==> src/rtl/spi_mmio_pkg.sv <==
// rtl/spi_mmio_pkg.sv - SPI MMIO register map, bit positions and sequencer states
// Shared definitions for spi_mmio_arbiter and its helpers.
package spi_mmio_pkg;

    // Register offsets from the SPI block base address
    localparam logic [31:0] OFF_CTRL   = 32'h0000_0000;
    localparam logic [31:0] OFF_TXDATA = 32'h0000_0004;
    localparam logic [31:0] OFF_RXDATA = 32'h0000_0008;
    localparam logic [31:0] OFF_STATUS = 32'h0000_000C;

    // CTRL fields
    localparam int CTRL_EN_BIT     = 0;
    localparam int CTRL_START_BIT  = 1;
    localparam int CTRL_CLKDIV_LSB = 8;

    // STATUS fields (DONE is write-1-to-clear)
    localparam int STATUS_BUSY_BIT = 0;
    localparam int STATUS_DONE_BIT = 1;

    typedef enum logic [2:0] {
        ST_IDLE,
        ST_WAIT_TX,
        ST_WR_TX,
        ST_WR_CTRL,
        ST_POLL,
        ST_RD_RX,
        ST_CLR,
        ST_ABORT
    } state_e;

    function automatic logic [31:0] ctrl_word(input logic [7:0] clkdiv,
                                              input logic       en,
                                              input logic       start);
        logic [31:0] w;
        w = '0;
        w[CTRL_CLKDIV_LSB +: 8] = clkdiv;
        w[CTRL_EN_BIT]          = en;
        w[CTRL_START_BIT]       = start;
        return w;
    endfunction

endpackage

==> src/rtl/spi_mmio_arbiter_rr_arb2.sv <==
// rtl/spi_mmio_arbiter_rr_arb2.sv - two-input round-robin pick
// Ports: req_i (requests), last_owner_i (previous burst owner),
//        valid_o (any request), pick_o (index of the chosen requester).
module rr_arb2 (
    input  logic [1:0] req_i,
    input  logic       last_owner_i,
    output logic       valid_o,
    output logic       pick_o
);

    assign valid_o = |req_i;
    // On a tie the requester that did not own the previous burst wins
    assign pick_o  = (&req_i) ? ~last_owner_i : req_i[1];

endmodule

==> src/rtl/spi_mmio_arbiter.sv <==
// rtl/spi_mmio_arbiter.sv - round-robin sequencer sharing the SPI MMIO block between two byte streams
// Ports: clk/resetn; cfg_clkdiv_i latched per burst; req_i/gnt_o burst arbitration;
//        tx_valid_i/tx_data_i/tx_ready_o byte input per requester; rx_valid_o/rx_data_o
//        received byte; err_o timeout pulse; m_* single-cycle MMIO master port.
module spi_mmio_arbiter #(
    parameter logic [31:0] SPI_BASE = 32'h2000_1000,
    parameter logic [15:0] TIMEOUT  = 16'd4096
) (
    input  logic        clk,
    input  logic        resetn,
    input  logic [7:0]  cfg_clkdiv_i,
    input  logic [1:0]  req_i,
    output logic [1:0]  gnt_o,
    input  logic [1:0]  tx_valid_i,
    input  logic [15:0] tx_data_i,
    output logic [1:0]  tx_ready_o,
    output logic [1:0]  rx_valid_o,
    output logic [7:0]  rx_data_o,
    output logic [1:0]  err_o,
    output logic        m_valid_o,
    output logic [31:0] m_addr_o,
    output logic [31:0] m_wdata_o,
    output logic [3:0]  m_wmask_o,
    input  logic [31:0] m_rdata_i
);
    import spi_mmio_pkg::*;

    state_e      state_q;
    logic        owner_q;
    logic        last_owner_q;
    logic [1:0]  gnt_q;
    logic [7:0]  clkdiv_q;
    logic [7:0]  byte_q;
    logic [15:0] cnt_q;
    logic [7:0]  rx_data_q;
    logic [1:0]  rx_valid_q;
    logic [1:0]  err_q;

    logic        arb_valid;
    logic        arb_pick;
    logic [1:0]  owner_oh;
    logic        unused_rdata;

    rr_arb2 u_arb (
        .req_i        (req_i),
        .last_owner_i (last_owner_q),
        .valid_o      (arb_valid),
        .pick_o       (arb_pick)
    );

    assign owner_oh     = owner_q ? 2'b10 : 2'b01;
    assign unused_rdata = ^{m_rdata_i[31:8], m_rdata_i[STATUS_BUSY_BIT]};

    always_ff @(posedge clk or negedge resetn) begin
        if (!resetn) begin
            state_q      <= ST_IDLE;
            owner_q      <= 1'b0;
            last_owner_q <= 1'b1;
            gnt_q        <= 2'b00;
            clkdiv_q     <= 8'h00;
            byte_q       <= 8'h00;
            cnt_q        <= 16'd0;
            rx_data_q    <= 8'h00;
            rx_valid_q   <= 2'b00;
            err_q        <= 2'b00;
        end else begin
            rx_valid_q <= 2'b00;
            err_q      <= 2'b00;
            case (state_q)
                ST_IDLE: begin
                    if (arb_valid) begin
                        owner_q  <= arb_pick;
                        gnt_q    <= arb_pick ? 2'b10 : 2'b01;
                        clkdiv_q <= cfg_clkdiv_i;
                        state_q  <= ST_WAIT_TX;
                    end
                end
                ST_WAIT_TX: begin
                    // A byte offered in the same cycle the request drops still goes out
                    if (tx_valid_i[owner_q]) begin
                        byte_q  <= owner_q ? tx_data_i[15:8] : tx_data_i[7:0];
                        state_q <= ST_WR_TX;
                    end else if (!req_i[owner_q]) begin
                        gnt_q        <= 2'b00;
                        last_owner_q <= owner_q;
                        state_q      <= ST_IDLE;
                    end
                end
                ST_WR_TX:   state_q <= ST_WR_CTRL;
                ST_WR_CTRL: begin
                    cnt_q   <= 16'd0;
                    state_q <= ST_POLL;
                end
                ST_POLL: begin
                    if (m_rdata_i[STATUS_DONE_BIT]) begin
                        state_q <= ST_RD_RX;
                    end else if (cnt_q == TIMEOUT - 16'd1) begin
                        err_q   <= owner_oh;
                        state_q <= ST_ABORT;
                    end else begin
                        cnt_q <= cnt_q + 16'd1;
                    end
                end
                ST_RD_RX: begin
                    rx_data_q  <= m_rdata_i[7:0];
                    rx_valid_q <= owner_oh;
                    state_q    <= ST_CLR;
                end
                ST_CLR:     state_q <= ST_WAIT_TX;
                ST_ABORT: begin
                    gnt_q        <= 2'b00;
                    last_owner_q <= owner_q;
                    state_q      <= ST_IDLE;
                end
                default:    state_q <= ST_IDLE;
            endcase
        end
    end

    // Bus access and TX accept are decoded from the registered state
    always_comb begin
        tx_ready_o = 2'b00;
        m_valid_o  = 1'b0;
        m_addr_o   = 32'h0;
        m_wdata_o  = 32'h0;
        m_wmask_o  = 4'b0000;
        case (state_q)
            ST_WAIT_TX: tx_ready_o = owner_oh;
            ST_WR_TX: begin
                m_valid_o = 1'b1;
                m_addr_o  = SPI_BASE + OFF_TXDATA;
                m_wdata_o = {24'h0, byte_q};
                m_wmask_o = 4'b0001;
            end
            ST_WR_CTRL: begin
                m_valid_o = 1'b1;
                m_addr_o  = SPI_BASE + OFF_CTRL;
                m_wdata_o = ctrl_word(clkdiv_q, 1'b1, 1'b1);
                m_wmask_o = 4'b0011;
            end
            ST_POLL: begin
                m_valid_o = 1'b1;
                m_addr_o  = SPI_BASE + OFF_STATUS;
            end
            ST_RD_RX: begin
                m_valid_o = 1'b1;
                m_addr_o  = SPI_BASE + OFF_RXDATA;
            end
            ST_CLR: begin
                m_valid_o = 1'b1;
                m_addr_o  = SPI_BASE + OFF_STATUS;
                m_wdata_o = 32'h0000_0002;
                m_wmask_o = 4'b0001;
            end
            ST_ABORT: begin
                // Disable the block; START left low so nothing new is launched
                m_valid_o = 1'b1;
                m_addr_o  = SPI_BASE + OFF_CTRL;
                m_wdata_o = ctrl_word(clkdiv_q, 1'b0, 1'b0);
                m_wmask_o = 4'b0011;
            end
            default: ;
        endcase
    end

    assign gnt_o      = gnt_q;
    assign rx_valid_o = rx_valid_q;
    assign rx_data_o  = rx_data_q;
    assign err_o      = err_q;

endmodule

==> config.mk <==
export PLATFORM = sky130hd
export DESIGN_NAME = spi_mmio_arbiter
export DESIGN_NICKNAME = d
export VERILOG_FILES = /design/src/rtl/spi_mmio_pkg.sv /design/src/rtl/spi_mmio_arbiter_rr_arb2.sv /design/src/rtl/spi_mmio_arbiter.sv
export SDC_FILE = /design/constraint.sdc
export NUM_CORES = 1
export LEC_CHECK = 0
export CORE_ASPECT_RATIO = 1.1
export CORE_UTILIZATION = 30
export DETAILED_ROUTE_END_ITERATION = 8
export HOLD_SLACK_MARGIN = 0.12
export SYNTH_ARGS = -nofsm -noshare
export SYNTH_HDL_FRONTEND = slang
export SYNTH_SLANG_ARGS = --single-unit
==> constraint.sdc <==
create_clock -name clk -period 3.8 [get_ports clk]
set_input_delay 0.38 -clock clk [delete_from_list [all_inputs] [get_ports clk]]
set_output_delay 0.38 -clock clk [all_outputs]
set_load 0.05 [all_outputs]
==> metrics.md <==
| Metric | Value |
|---|---|
| Max-Cap Viols | 0 |
| Actual transition at the worst max-transition pin | 924 ps |
| Total routing usage reported by global routing | 0.137 |
| Violation count after the first detailed-routing iteration | 85 |
| Internal power component | 0.00144 W |
| Antenna violations before repair | 0 |
| Yosys top cell by area | sky130_fd_sc_hd__dfrtp_1 |
| Switching part of the total power | 0.498 |
| Top FF cell, synth | sky130_fd_sc_hd__dfrtp_1 |
| Hold-fix buffers, CTS | 1 |
| Unique masters post-synth | 51 |
| Pwr per Cell Area | 758 nW/um^2 |
| Share of Yosys cell area claimed by the top area cell type | 0.413 |
| Net Sw Power | 0.00143 W |
| Weighted congestion at the end of routability-driven global placement | 0.722 |
| Layout filler cell count | 989 |
| Fmax | 324 MHz |
| Number of buffers created by CTS | 5 |
| Status | finished with violations |
| Beginning of the critical path | state_q[1] |
| Placeable core region | 9840 um^2 |
| Drc violations | 6 |
| Seq cells post-synth | 51 |
| Mean cell area of the mapped netlist | 9.51 um^2 |
| Top cells by area, synth | sky130_fd_sc_hd__dfrtp_1, sky130_fd_sc_hd__buf_4, sky130_fd_sc_hd__mux2_2, sky130_fd_sc_hd__nand2_1, sky130_fd_sc_hd__mux2i_1 |
| Gate power share | 0.549 |
| Layout net count | 448 |
| Endpoint of the lowest-slack register-to-register path | cnt_q[0] |
| Number of global-route vias before repair | 2,397 |
| Warning count from the yosys run | 0 |
| Layout cells sized above 1 | 0.0881 |
| Hold Path Class | reg -> reg |
| Height of the chip | 107 um |
| Number of H-tree levels | 2 |
| R2r setup slk | 1190 ps |
| N_diodes | 0 |
| Global-route congestion overflow total | 0 |
| Post-synthesis instance total | 319 |
| Post-cts gate resize count | 0 |
| Number of detailed-route iterations in the first pass | 6 |
| Commonest cells in the synthesized netlist | sky130_fd_sc_hd__dfrtp_1, sky130_fd_sc_hd__buf_4, sky130_fd_sc_hd__nand2_1, sky130_fd_sc_hd__mux2_2, sky130_fd_sc_hd__clkbuf_1 |
| Wire length of the first global-routing pass | 11.6 mm |
| Post-Synthesis Cell Area | 3030 um^2 |
| HPWL reported at the end of detailed placement | 4.83 mm |
| Critical path cell sequence | nand2b_1 > nor2_1 > and2_1 > clkdlybuf4s50_1 |
| Startpoint type of the worst setup path | register |
| Fraction of synthesis flops using an asynchronous set or reset pin | 1.00 |
| CTS sink cnt | 51 |
| Clock transition at the registers of the reported paths | 100 ps |
| Path type of the worst setup path | reg -> out |
| Mean number of vias per cell | 4.76 |
| Number of enable flip-flop cells after synthesis | 0 |
| Min cycle time layout | 3080 ps |
| WP data arrival | 2700 ps |
| Standard-cell row count | 38 |
| Number of routed nets with antenna violations | 0 |
| Die outline width | 97.9 um |
| Required time of the worst setup path | 3420 ps |
| Sum of routed wire length over all layers | 6.85 mm |
| CTS Buffer Depth | 2 |
| Root cell of the clock tree | sky130_fd_sc_hd__clkbuf_8 |
| Worst reg2reg path depth | 3 |
| TritonCTS clock tree | built |
| Setup-violating endpoint count in the final report | 0 |
| Fraction of the cycle the final worst path needs | 0.812 |
| Leakage dissipation | 1.62 nW |
| RSZ-0062 raised after global routing | false |
| Top-count cell post-synth | sky130_fd_sc_hd__dfrtp_1 |
| Number of cells traversed by the worst hold path | 2 |
| Proportion of power drawn by the clock network | 0.112 |
| Violated checks | design-rule violations |
| Final Hold Fails | 0 |
| I/O pin total | 147 |
| Final slew viol count | 0 |
| Fraction of power consumed by sequential logic | 0.339 |
| Port-buffer cells | 76 |
| Area enclosed by the die boundary | 10,500 um^2 |
| Vias | 2,411 |
| Highest net fanout along the worst path | 22 |
| Area added between synthesis and finish | 24.8% |
| Total Negative Setup Slacks | 0 ps |
| Critical path destination | m_wdata_o[2] |
| Tightest slew margin relative to the limit | 0.384 |
| Buffers inserted by post-CTS timing repair | 0 |
| Worst hold slack after final layout | 481 ps |
| Latest clock arrival within the worst-skew pair | 310 ps |
| Worst-case clock skew | 6.33 ps |
| Starting density of the core | 0.308 |
| Cell with the largest stage delay on the worst path | sky130_fd_sc_hd__clkdlybuf4s50_1 |
| Sequential area share after synthesis | 0.421 |
| Largest vdd supply drop | 0.000599 V |
| Delay of the slowest critical-path stage | 810 ps |
| Largest net degree at the start of global routing | 33 |
| Final core utilization | 0.385 |
| Detail-routed net length per standard cell | 13.5 um |
| Worst R2R Start | state_q[0] |
| Type of destination of the critical path | primary output |
final cells by class:
type | count | area [um^2] | area share
Multi-Input combinational cell | 235 | 1450 | 0.382
Inverter | 14 | 52.6 | 0.0139
Tap cell | 120 | 150 | 0.0397
Sequential cell | 51 | 1280 | 0.337
Clock buffer | 6 | 72.6 | 0.0192
Timing Repair Buffer | 78 | 773 | 0.204
Clock inverter | 2 | 12.5 | 0.00330
cells by family (layout without fill, tap and decap cells):
logic type	count (synthesis)	count (layout)	share of synthesized area
AND/OR/NAND/NOR	112	112	0.204
buffers and inverters	78	100	0.157
flip-flops	51	51	0.421
AO/OA/AOI/OAI	46	46	0.105
multiplexers	30	30	0.107
adder cells (fa/ha/maj)	1	1	0.00412
other	1	46	0.00124
power by group through the flow:
stage | clock, W | combinational (W) | sequential, W
global route | 0.000352 | 0.00168 | 0.00101
CTS | 0.000337 | 0.00159 | 0.000971
floorplan | 0 | 0.00108 | 0.00105
detailed placement | 0 | 0.00158 | 0.000982
finish | 0.000320 | 0.00158 | 0.000973
global placement | 0 | 0.00157 | 0.000974
per-layer routing:
layer	vias to the layer above	GRT usage	part of all wire
met3	8	0.0409	0.071
li1	1146	-	-
met2	110	0.228	0.47
met1	1147	0.165	0.45
met5	-	0.00513	0
met4	0	0.0563	0.017
flip-flops by register name, summed over array words and instances, names as in the netlist, 2 cells and up:
signal and count:
byte_q 8, state_q 3, cnt_q 16, gnt_o 2, rx_valid_o 2, clkdiv_q 8, err_o 2, rx_data_o 8
layout by cell type (no fill, tap or decap), types with 2 or more instances in the layout:
cell type	count
sky130_fd_sc_hd__clkdlybuf4s50_1	75
sky130_fd_sc_hd__dfrtp_1	50
sky130_fd_sc_hd__conb_1	46
sky130_fd_sc_hd__nand2_1	31
sky130_fd_sc_hd__mux2_2	18
sky130_fd_sc_hd__o21ai_0	15
sky130_fd_sc_hd__inv_1	14
sky130_fd_sc_hd__nor2_1	13
sky130_fd_sc_hd__and3_1	11
sky130_fd_sc_hd__mux2i_1	11
sky130_fd_sc_hd__nor3_1	10
sky130_fd_sc_hd__nand3_1	9
sky130_fd_sc_hd__and2_1	7
sky130_fd_sc_hd__clkbuf_8	5
sky130_fd_sc_hd__nand2b_1	4
sky130_fd_sc_hd__nand4_1	4
sky130_fd_sc_hd__o211ai_1	4
sky130_fd_sc_hd__nor4_1	4
sky130_fd_sc_hd__o22a_1	4
sky130_fd_sc_hd__or4_1	3
sky130_fd_sc_hd__o21a_1	3
sky130_fd_sc_hd__a21o_1	3
sky130_fd_sc_hd__nor3b_1	3
sky130_fd_sc_hd__nor2b_1	2
sky130_fd_sc_hd__or3_1	2
sky130_fd_sc_hd__a32oi_1	2
sky130_fd_sc_hd__o221ai_1	2
sky130_fd_sc_hd__o41ai_1	2
sky130_fd_sc_hd__a31oi_1	2
worst min-delay path by stage:
stage	startpoint	end	slack [ps]
2_1_floorplan	resetn	byte_q[0]	80
3_3_place_gp	resetn	clkdiv_q[4]	360
3_5_place_dp	resetn	clkdiv_q[2]	360
4_1_cts	byte_q[7]	byte_q[7]	490
5_1_grt	rx_data_o[1]	rx_data_o[1]	520
6_report	byte_q[7]	byte_q[7]	480
critical path, delay by kind of cell (launching register included):
| family | cells | cell delay [ps] |
|---|---|---|
| simple gates | 3 | 810 |
| flops | 1 | 780 |
| buf+inv | 1 | 810 |
through the flow:
step | cells | instance area, um^2 | setup slack, ps | power, W
after floorplan | 364 | 3200 | 1740 | 0.00213
after global placement | 497 | 3690 | 1080 | 0.00255
after detailed placement | 497 | 3690 | 1090 | 0.00256
after CTS | 506 | 3790 | 730 | 0.00290
after global routing | 506 | 3790 | 563 | 0.00304
final | 506 | 3790 | 715 | 0.00287
Note: power is estimated with default switching activity, not from simulation.
